## src/rtl/wb_pkg.sv

```systemverilog
// wb_pkg: shared types and constants for the writeback/commit stage
package wb_pkg;
  typedef enum logic [1:0] {SRC_ALU = 2'd0, SRC_MEM = 2'd1, SRC_LINK = 2'd2} reg_src_t;
  typedef enum logic [1:0] {SZ_BYTE = 2'd0, SZ_HALF = 2'd1, SZ_WORD = 2'd2} mem_size_t;
  typedef enum logic [1:0] {IDLE, WAIT_MEM, HALTED} wb_state_t;
  localparam int LINK_OFS = 4;
endpackage

```

## src/rtl/wb_commit_unit_if.sv

```systemverilog
// wb_commit_unit_if: MEM-stage handshake and load-data bus into the commit stage
interface wb_commit_unit_if #(parameter int XLEN = 32, parameter int REG_AW = 5);
  logic in_valid;
  logic in_ready;
  logic [1:0] register_src;
  logic reg_write;
  logic [REG_AW-1:0] rd_num_in;
  logic [1:0] mem_size;
  logic is_unsigned;
  logic [$clog2(XLEN/8)-1:0] byte_number;
  logic [XLEN-1:0] ALU_result;
  logic [XLEN-1:0] inst_addr;
  logic halted_controller;
  logic mem_valid;
  logic [XLEN-1:0] cache_data_out;
  modport master(output in_valid, register_src, reg_write, rd_num_in, mem_size, is_unsigned,
                 byte_number, ALU_result, inst_addr, halted_controller, mem_valid, cache_data_out,
                 input in_ready);
  modport slave(input in_valid, register_src, reg_write, rd_num_in, mem_size, is_unsigned,
                byte_number, ALU_result, inst_addr, halted_controller, mem_valid, cache_data_out,
                output in_ready);
endinterface

```

## src/rtl/wb_load_align.sv

```systemverilog
// wb_load_align: big-endian lane select and sign/zero extension of load data (WB_HALFWORD_EN adds halfwords)
module wb_load_align import wb_pkg::*; #(parameter int XLEN = 32) (
  input  logic [XLEN-1:0] data,
  input  logic [1:0] mem_size,
  input  logic is_unsigned,
  input  logic [$clog2(XLEN/8)-1:0] byte_number,
  output logic [XLEN-1:0] ld
);
  localparam int L = XLEN/8;
  localparam int OW = $clog2(L);
  logic [OW-1:0] lb;
  logic [7:0] b8;
  logic [XLEN-1:0] bx, wx;
  // offset 0 is the most significant lane
  assign lb = OW'(L-1) - byte_number;
  assign b8 = data[8*lb +: 8];
  assign bx = {{(XLEN-8){b8[7] & !is_unsigned}}, b8};
  if (XLEN == 32) begin : g_w32
    assign wx = data;
  end else begin : g_wx
    logic [OW-1:0] lw;
    logic [31:0] w32;
    assign lw = OW'(L-4) - {byte_number[OW-1:2], 2'b00};
    assign w32 = data[8*lw +: 32];
    assign wx = {{(XLEN-32){w32[31] & !is_unsigned}}, w32};
  end
`ifdef WB_HALFWORD_EN
  logic [OW-1:0] lh;
  logic [15:0] h16;
  logic [XLEN-1:0] hx;
  assign lh = OW'(L-2) - {byte_number[OW-1:1], 1'b0};
  assign h16 = data[8*lh +: 16];
  assign hx = {{(XLEN-16){h16[15] & !is_unsigned}}, h16};
  assign ld = mem_size == SZ_BYTE ? bx : mem_size == SZ_HALF ? hx : wx;
`else
  assign ld = mem_size == SZ_BYTE ? bx : wx;
`endif
endmodule

```

## src/rtl/wb_commit_unit.sv

```systemverilog
// wb_commit_unit: writeback/commit stage with load-data wait, sticky halt and retire counter
// Define WB_HALFWORD_EN to enable halfword loads.
module wb_commit_unit import wb_pkg::*; #(parameter int XLEN = 32, parameter int REG_AW = 5) (
  input  logic clk,
  input  logic rst,
  wb_commit_unit_if.slave mem,
  output logic rd_we,
  output logic [REG_AW-1:0] rd_num,
  output logic [XLEN-1:0] rd_data,
  output logic halted,
  output logic [XLEN-1:0] retired_count
);
  localparam int BW = $clog2(XLEN/8);
  typedef struct packed {
    logic [1:0] src;
    logic reg_write;
    logic [REG_AW-1:0] rd;
    logic [1:0] size;
    logic is_unsigned;
    logic [BW-1:0] bn;
    logic [XLEN-1:0] alu;
    logic [XLEN-1:0] pc;
    logic halt;
  } instr_t;
  wb_state_t state, state_n;
  instr_t live, cap, cur;
  logic accept, commit;
  logic [XLEN-1:0] ld, result;
  assign live = '{src: mem.register_src, reg_write: mem.reg_write, rd: mem.rd_num_in,
                  size: mem.mem_size, is_unsigned: mem.is_unsigned, bn: mem.byte_number,
                  alu: mem.ALU_result, pc: mem.inst_addr, halt: mem.halted_controller};
  // in IDLE the instruction commits straight from the bus; while waiting it comes from the capture
  assign cur = state == IDLE ? live : cap;
  always_ff @(posedge clk)
    if (rst) state <= IDLE;
    else state <= state_n;
  always_comb state_n = commit ? (cur.halt ? HALTED : IDLE) : accept ? WAIT_MEM : state;
  always_comb begin
    mem.in_ready = state == IDLE && !rst;
    accept = mem.in_valid && mem.in_ready;
    commit = (accept && (cur.src != SRC_MEM || mem.mem_valid)) || (state == WAIT_MEM && mem.mem_valid);
  end
  wb_load_align #(.XLEN(XLEN)) u_align (
    .data(mem.cache_data_out), .mem_size(cur.size), .is_unsigned(cur.is_unsigned),
    .byte_number(cur.bn), .ld(ld)
  );
  assign result = cur.src == SRC_MEM ? ld : cur.src == SRC_LINK ? cur.pc + XLEN'(LINK_OFS) : cur.alu;
  always_ff @(posedge clk)
    if (accept) cap <= live;
  always_ff @(posedge clk)
    if (rst) begin
      rd_we <= 1'b0;
      rd_num <= '0;
      rd_data <= '0;
      halted <= 1'b0;
      retired_count <= '0;
    end else begin
      rd_we <= commit && cur.reg_write && cur.rd != '0;
      if (commit) begin
        rd_num <= cur.rd;
        rd_data <= result;
        retired_count <= retired_count + 1'b1;
        if (cur.halt) halted <= 1'b1;
      end
    end
endmodule

```

## src/flat_wrapper.sv

```systemverilog
// flat-port wrapper written by rule: the top's interface ports become plain ports
module wb_commit_unit_flat import wb_pkg::*;
#(parameter int XLEN = 32, parameter int REG_AW = 5)
  (clk, rst, rd_we, rd_num, rd_data, halted, retired_count, mem_in_valid, mem_register_src, mem_reg_write, mem_rd_num_in, mem_mem_size, mem_is_unsigned, mem_byte_number, mem_ALU_result, mem_inst_addr, mem_halted_controller, mem_mem_valid, mem_cache_data_out, mem_in_ready);
  wb_commit_unit_if #(.XLEN(XLEN), .REG_AW(REG_AW)) mem_i ();
  input  logic clk;
  input  logic rst;
  output logic rd_we;
  output logic [REG_AW-1:0] rd_num;
  output logic [XLEN-1:0] rd_data;
  output logic halted;
  output logic [XLEN-1:0] retired_count;
  input wire logic [$bits(mem_i.in_valid)-1:0] mem_in_valid;
  input wire logic [$bits(mem_i.register_src)-1:0] mem_register_src;
  input wire logic [$bits(mem_i.reg_write)-1:0] mem_reg_write;
  input wire logic [$bits(mem_i.rd_num_in)-1:0] mem_rd_num_in;
  input wire logic [$bits(mem_i.mem_size)-1:0] mem_mem_size;
  input wire logic [$bits(mem_i.is_unsigned)-1:0] mem_is_unsigned;
  input wire logic [$bits(mem_i.byte_number)-1:0] mem_byte_number;
  input wire logic [$bits(mem_i.ALU_result)-1:0] mem_ALU_result;
  input wire logic [$bits(mem_i.inst_addr)-1:0] mem_inst_addr;
  input wire logic [$bits(mem_i.halted_controller)-1:0] mem_halted_controller;
  input wire logic [$bits(mem_i.mem_valid)-1:0] mem_mem_valid;
  input wire logic [$bits(mem_i.cache_data_out)-1:0] mem_cache_data_out;
  output wire logic [$bits(mem_i.in_ready)-1:0] mem_in_ready;
  assign mem_i.in_valid = mem_in_valid;
  assign mem_i.register_src = mem_register_src;
  assign mem_i.reg_write = mem_reg_write;
  assign mem_i.rd_num_in = mem_rd_num_in;
  assign mem_i.mem_size = mem_mem_size;
  assign mem_i.is_unsigned = mem_is_unsigned;
  assign mem_i.byte_number = mem_byte_number;
  assign mem_i.ALU_result = mem_ALU_result;
  assign mem_i.inst_addr = mem_inst_addr;
  assign mem_i.halted_controller = mem_halted_controller;
  assign mem_i.mem_valid = mem_mem_valid;
  assign mem_i.cache_data_out = mem_cache_data_out;
  assign mem_in_ready = mem_i.in_ready;
  wb_commit_unit #(.XLEN(XLEN), .REG_AW(REG_AW)) u_core (.clk(clk), .rst(rst), .mem(mem_i), .rd_we(rd_we), .rd_num(rd_num), .rd_data(rd_data), .halted(halted), .retired_count(retired_count));
endmodule
```

## config.mk

```make
export PLATFORM = sky130hd
export DESIGN_NAME = wb_commit_unit_flat
export DESIGN_NICKNAME = d
export VERILOG_FILES = /design/src/rtl/wb_pkg.sv /design/src/rtl/wb_commit_unit_if.sv /design/src/rtl/wb_load_align.sv /design/src/rtl/wb_commit_unit.sv /design/src/flat_wrapper.sv
export SDC_FILE = /design/constraint.sdc
export NUM_CORES = 1
export LEC_CHECK = 0
export ABC_AREA = 1
export CAP_MARGIN = 20
export CELL_PAD_IN_SITES_DETAIL_PLACEMENT = 0
export CELL_PAD_IN_SITES_GLOBAL_PLACEMENT = 1
export CORE_ASPECT_RATIO = 1.75
export CORE_MARGIN = 4
export CORE_UTILIZATION = 30
export CTS_CLUSTER_DIAMETER = 30
export CTS_CLUSTER_SIZE = 28
export DETAILED_ROUTE_END_ITERATION = 8
export PLACE_DENSITY = 0.72
export SYNTH_ARGS = -nofsm -noshare
export SYNTH_HDL_FRONTEND = slang
export SYNTH_SLANG_ARGS = --single-unit
```

## constraint.sdc

```tcl
create_clock -name clk -period 10 [get_ports clk]
set_input_delay 2.5 -clock clk [delete_from_list [all_inputs] [get_ports clk]]
set_output_delay 2.5 -clock clk [all_outputs]
set_load 0.05 [all_outputs]
```

==> metrics <==
sequential standard cell area 3800 um^2; Clock Pin Slew Worst Setup and Hold Paths 0.05 ns; status complete, no violations; Skew-Pair Late Insertion Delay about 0.45 ns; max-slew violations 0; Congestion Overflow GR 0; min cycle time layout roughly 6.6 ns; Crit. End Element primary output; die area slightly above 30,000 um^2; synth unique cells between 40 and 50; top-level port count roughly 190; Hold Path Stages 2; root buf cell clkbuf_16; HP Class flop to flop; Hold Slack about 0.45 ns; CORE AREA 27,300 um^2; fmax approximately 150 MHz; DRT iter0 DRCs slightly above 400; reported max-cap violation count 0; cts bufs inserted 17; GR Layer Usage met2 37.6%; Pleak about 4.2 nW; Vias/cell roughly 4.9; #FFs+latches synth 151; WL final 31,300 um; largest net degree at the start of global routing between 80 and 90; mean routed wirelength per cell 18.8 um; setup slack after layout approximately 3.4 ns; Detail Route Antenna Nets 0; Slew Limit Headroom ~40%; crit path max fanout 27; NetSw 692 uW; gr usage total approximately a fifth; vias in the first global route about 7.9k; Crit Path Class input port to primary output; Syn Nets between 1k and 1.5k; Setup Skew ~0.011 ns; post-CTS sizing 0; initial antenna violation count 3; GR Util met3 ~3.5%; Rows 80; Async S/R FF share, synth 0%; Sw Ratio about a third; post-synthesis cell count ~1.1k; crit share post-route around two thirds; Post-route DRC 0; IO buf count between 150 and 200; Pre-antenna DRT Iters 5; Arrival @ worst endpoint between 4 and 5 ns; share of cells above drive strength 1 under 10%; overall die height between 200 and 250 um; Fillers roughly 2.9k; via count approximately 8.1k; Seq/Total Area, Yosys 45.6%; first-pass GRT wire length 46,600 um; Clk pwr share 33.4%; routability congestion estimate ~0.93; Synth Area per Inst about 7.5 um^2; sequential power share between 30% and 40%; worst slack at placement 3.39 ns; final hold vios 0; Post-synth EDFFs 78; Mapped Area 8350 um^2; Internal about 1.3 mW; final setup fails 0; postcts setup bufs 0; CTS Sinks between 150 and 200; combinational share of power between 20% and 30%; final net count around 1.4k; Final Cell Area 11,100 um^2; busiest metal layer after global routing met2; CTS tree yes; Hold Buf Count CTS 0; TNS Setup 0 ns; HPWL after DPL 24,000 um; H-tree level count 4; R2R depth 9; synthesis-to-finish area growth 32.9%; width of the die 134 um; total power around 2.0 mW; met1 usage 22.0%; WP data required about 7.5 ns; ys flop type edfxtp_1; pwr dens around 180 nW/um^2; CTS max path bufs 2; critical path launch point type input port; worst-margin pin slew approximately 0.9 ns; initial core utilization between 30 and 40%; Placed Area 10,500 um^2; unrepaired setup endpoints after global routing false; Yosys warnings 0; Max IR drop VDD around 0.00013 V; area occupied by multi-input gates 4010 um^2
-- kinds of logic after synthesis --
logic type	Yosys count	synth area share [%]
multiplexers	6	0.719
AO/OA/AOI/OAI	216	13.8
buffers and inverters	124	6.53
flip-flops	151	45.6
XOR/XNOR	19	1.99
AND/OR/NAND/NOR	591	31.1
adder cells (fa/ha/maj)	2	0.300
-- critical path, cell delays in order --
cell,delay [ns]
clkdlybuf4s50_1,0.40
buf_4,0.23
nor2_1,0.14
clkdlybuf4s50_1,0.82
-- state kept, by name, indices dropped and copies added, names as in the netlist --
signal / flops
u_core.rd_data: 32
u_core.cap: 78
u_core.retired_count: 32
u_core.state: 2
u_core.rd_num: 5
u_core.rd_we: 1
u_core.halted: 1
-- power by group through the flow --
| stage | registers, mW | clock network, mW | logic [mW] |
|---|---|---|---|
| after global routing | 0.732 | 0.704 | 0.642 |
| after global placement | 0.741 | 0 | 0.588 |
| after CTS | 0.728 | 0.680 | 0.594 |
| after floorplan | 0.825 | 0 | 0.298 |
| final | 0.728 | 0.660 | 0.590 |
| after detailed placement | 0.741 | 0 | 0.591 |
-- path summary, 6_finish.rpt --
kind,startpoint,to,slack (ns)
min,u_core.halted,u_core.halted,0.45
min reg2reg,u_core.halted,u_core.halted,0.45
max reg2reg,u_core.state[1],u_core.rd_data[4],6.36
max,rst,mem_in_ready,3.39
-- layer usage --
| layer | wire [um] | vias up |
|---|---|---|
| li1 | - | 4050 |
| met1 | 11600 | 3743 |
| met2 | 17200 | 259 |
| met3 | 1240 | 52 |
| met4 | 1250 | 0 |
| met5 | 0 | - |
-- cell usage in the layout, fill, tap and decap left out, types with 2 or more instances in the layout --
| cell type | count |
|---|---|
| a21boi_0 | 2 |
| a21oi_1 | 94 |
| a21oi_2 | 2 |
| a31oi_1 | 9 |
| buf_4 | 10 |
| clkbuf_1 | 4 |
| clkbuf_16 | 20 |
| clkbuf_8 | 2 |
| clkdlybuf4s50_1 | 185 |
| clkinv_1 | 2 |
| dfxtp_1 | 73 |
| diode_2 | 4 |
| edfxtp_1 | 78 |
| ha_1 | 2 |
| inv_1 | 67 |
| inv_2 | 8 |
| mux2i_1 | 6 |
| nand2_1 | 341 |
| nand2_2 | 31 |
| nand3_1 | 59 |
| nand3_2 | 2 |
| nand3b_1 | 3 |
| nand4_1 | 15 |
| nor2_1 | 80 |
| nor2_2 | 15 |
| nor2_4 | 7 |
| nor3_1 | 26 |
| nor3_2 | 4 |
| nor4_1 | 3 |
| o211ai_1 | 7 |
| o21ai_0 | 86 |
| o21ai_1 | 6 |
| o21ai_2 | 2 |
| o31ai_1 | 3 |
| or2_2 | 3 |
| xnor2_1 | 7 |
| xor2_1 | 12 |
-- Yosys cell counts (7+ instances only) --
master    instances  share of area [%]
a21oi_1          94                5.6
a31oi_1           9               0.67
buf_2            13               0.78
clkbuf_1         26                1.2
dfxtp_1          73                 18
edfxtp_1         78                 28
inv_1            67                3.0
inv_2             8               0.36
nand2_1         341                 15
nand2_2          31                2.3
nand3_1          59                3.5
nand4_1          15                1.1
nor2_1           80                3.6
nor2_2           16                1.2
nor3_1           27                1.6
o211ai_1          7               0.63
o21ai_0          86                5.2
xnor2_1           7               0.73
xor2_1           12                1.3
-- through the flow --
step | utilization (%) | std cells
floorplan | - | 1109
detailed placement | 38.4 | 1624
global route | 40.6 | 1659
global placement | 38.4 | 1624
CTS | 40.6 | 1656
finish | 40.6 | 1660
-- final cells by class --
class | instances | share of cell area [%]
Multi-Input combinational cell | 834 | 36.1
Sequential cell | 151 | 34.3
Timing Repair Buffer | 195 | 17.4
Clock buffer | 26 | 4.89
Tap cell | 369 | 4.16
Inverter | 75 | 2.54
Clock inverter | 6 | 0.530
Antenna cell | 4 | 0.0902
No activity file was read; power rests on OpenSTA's default activity.
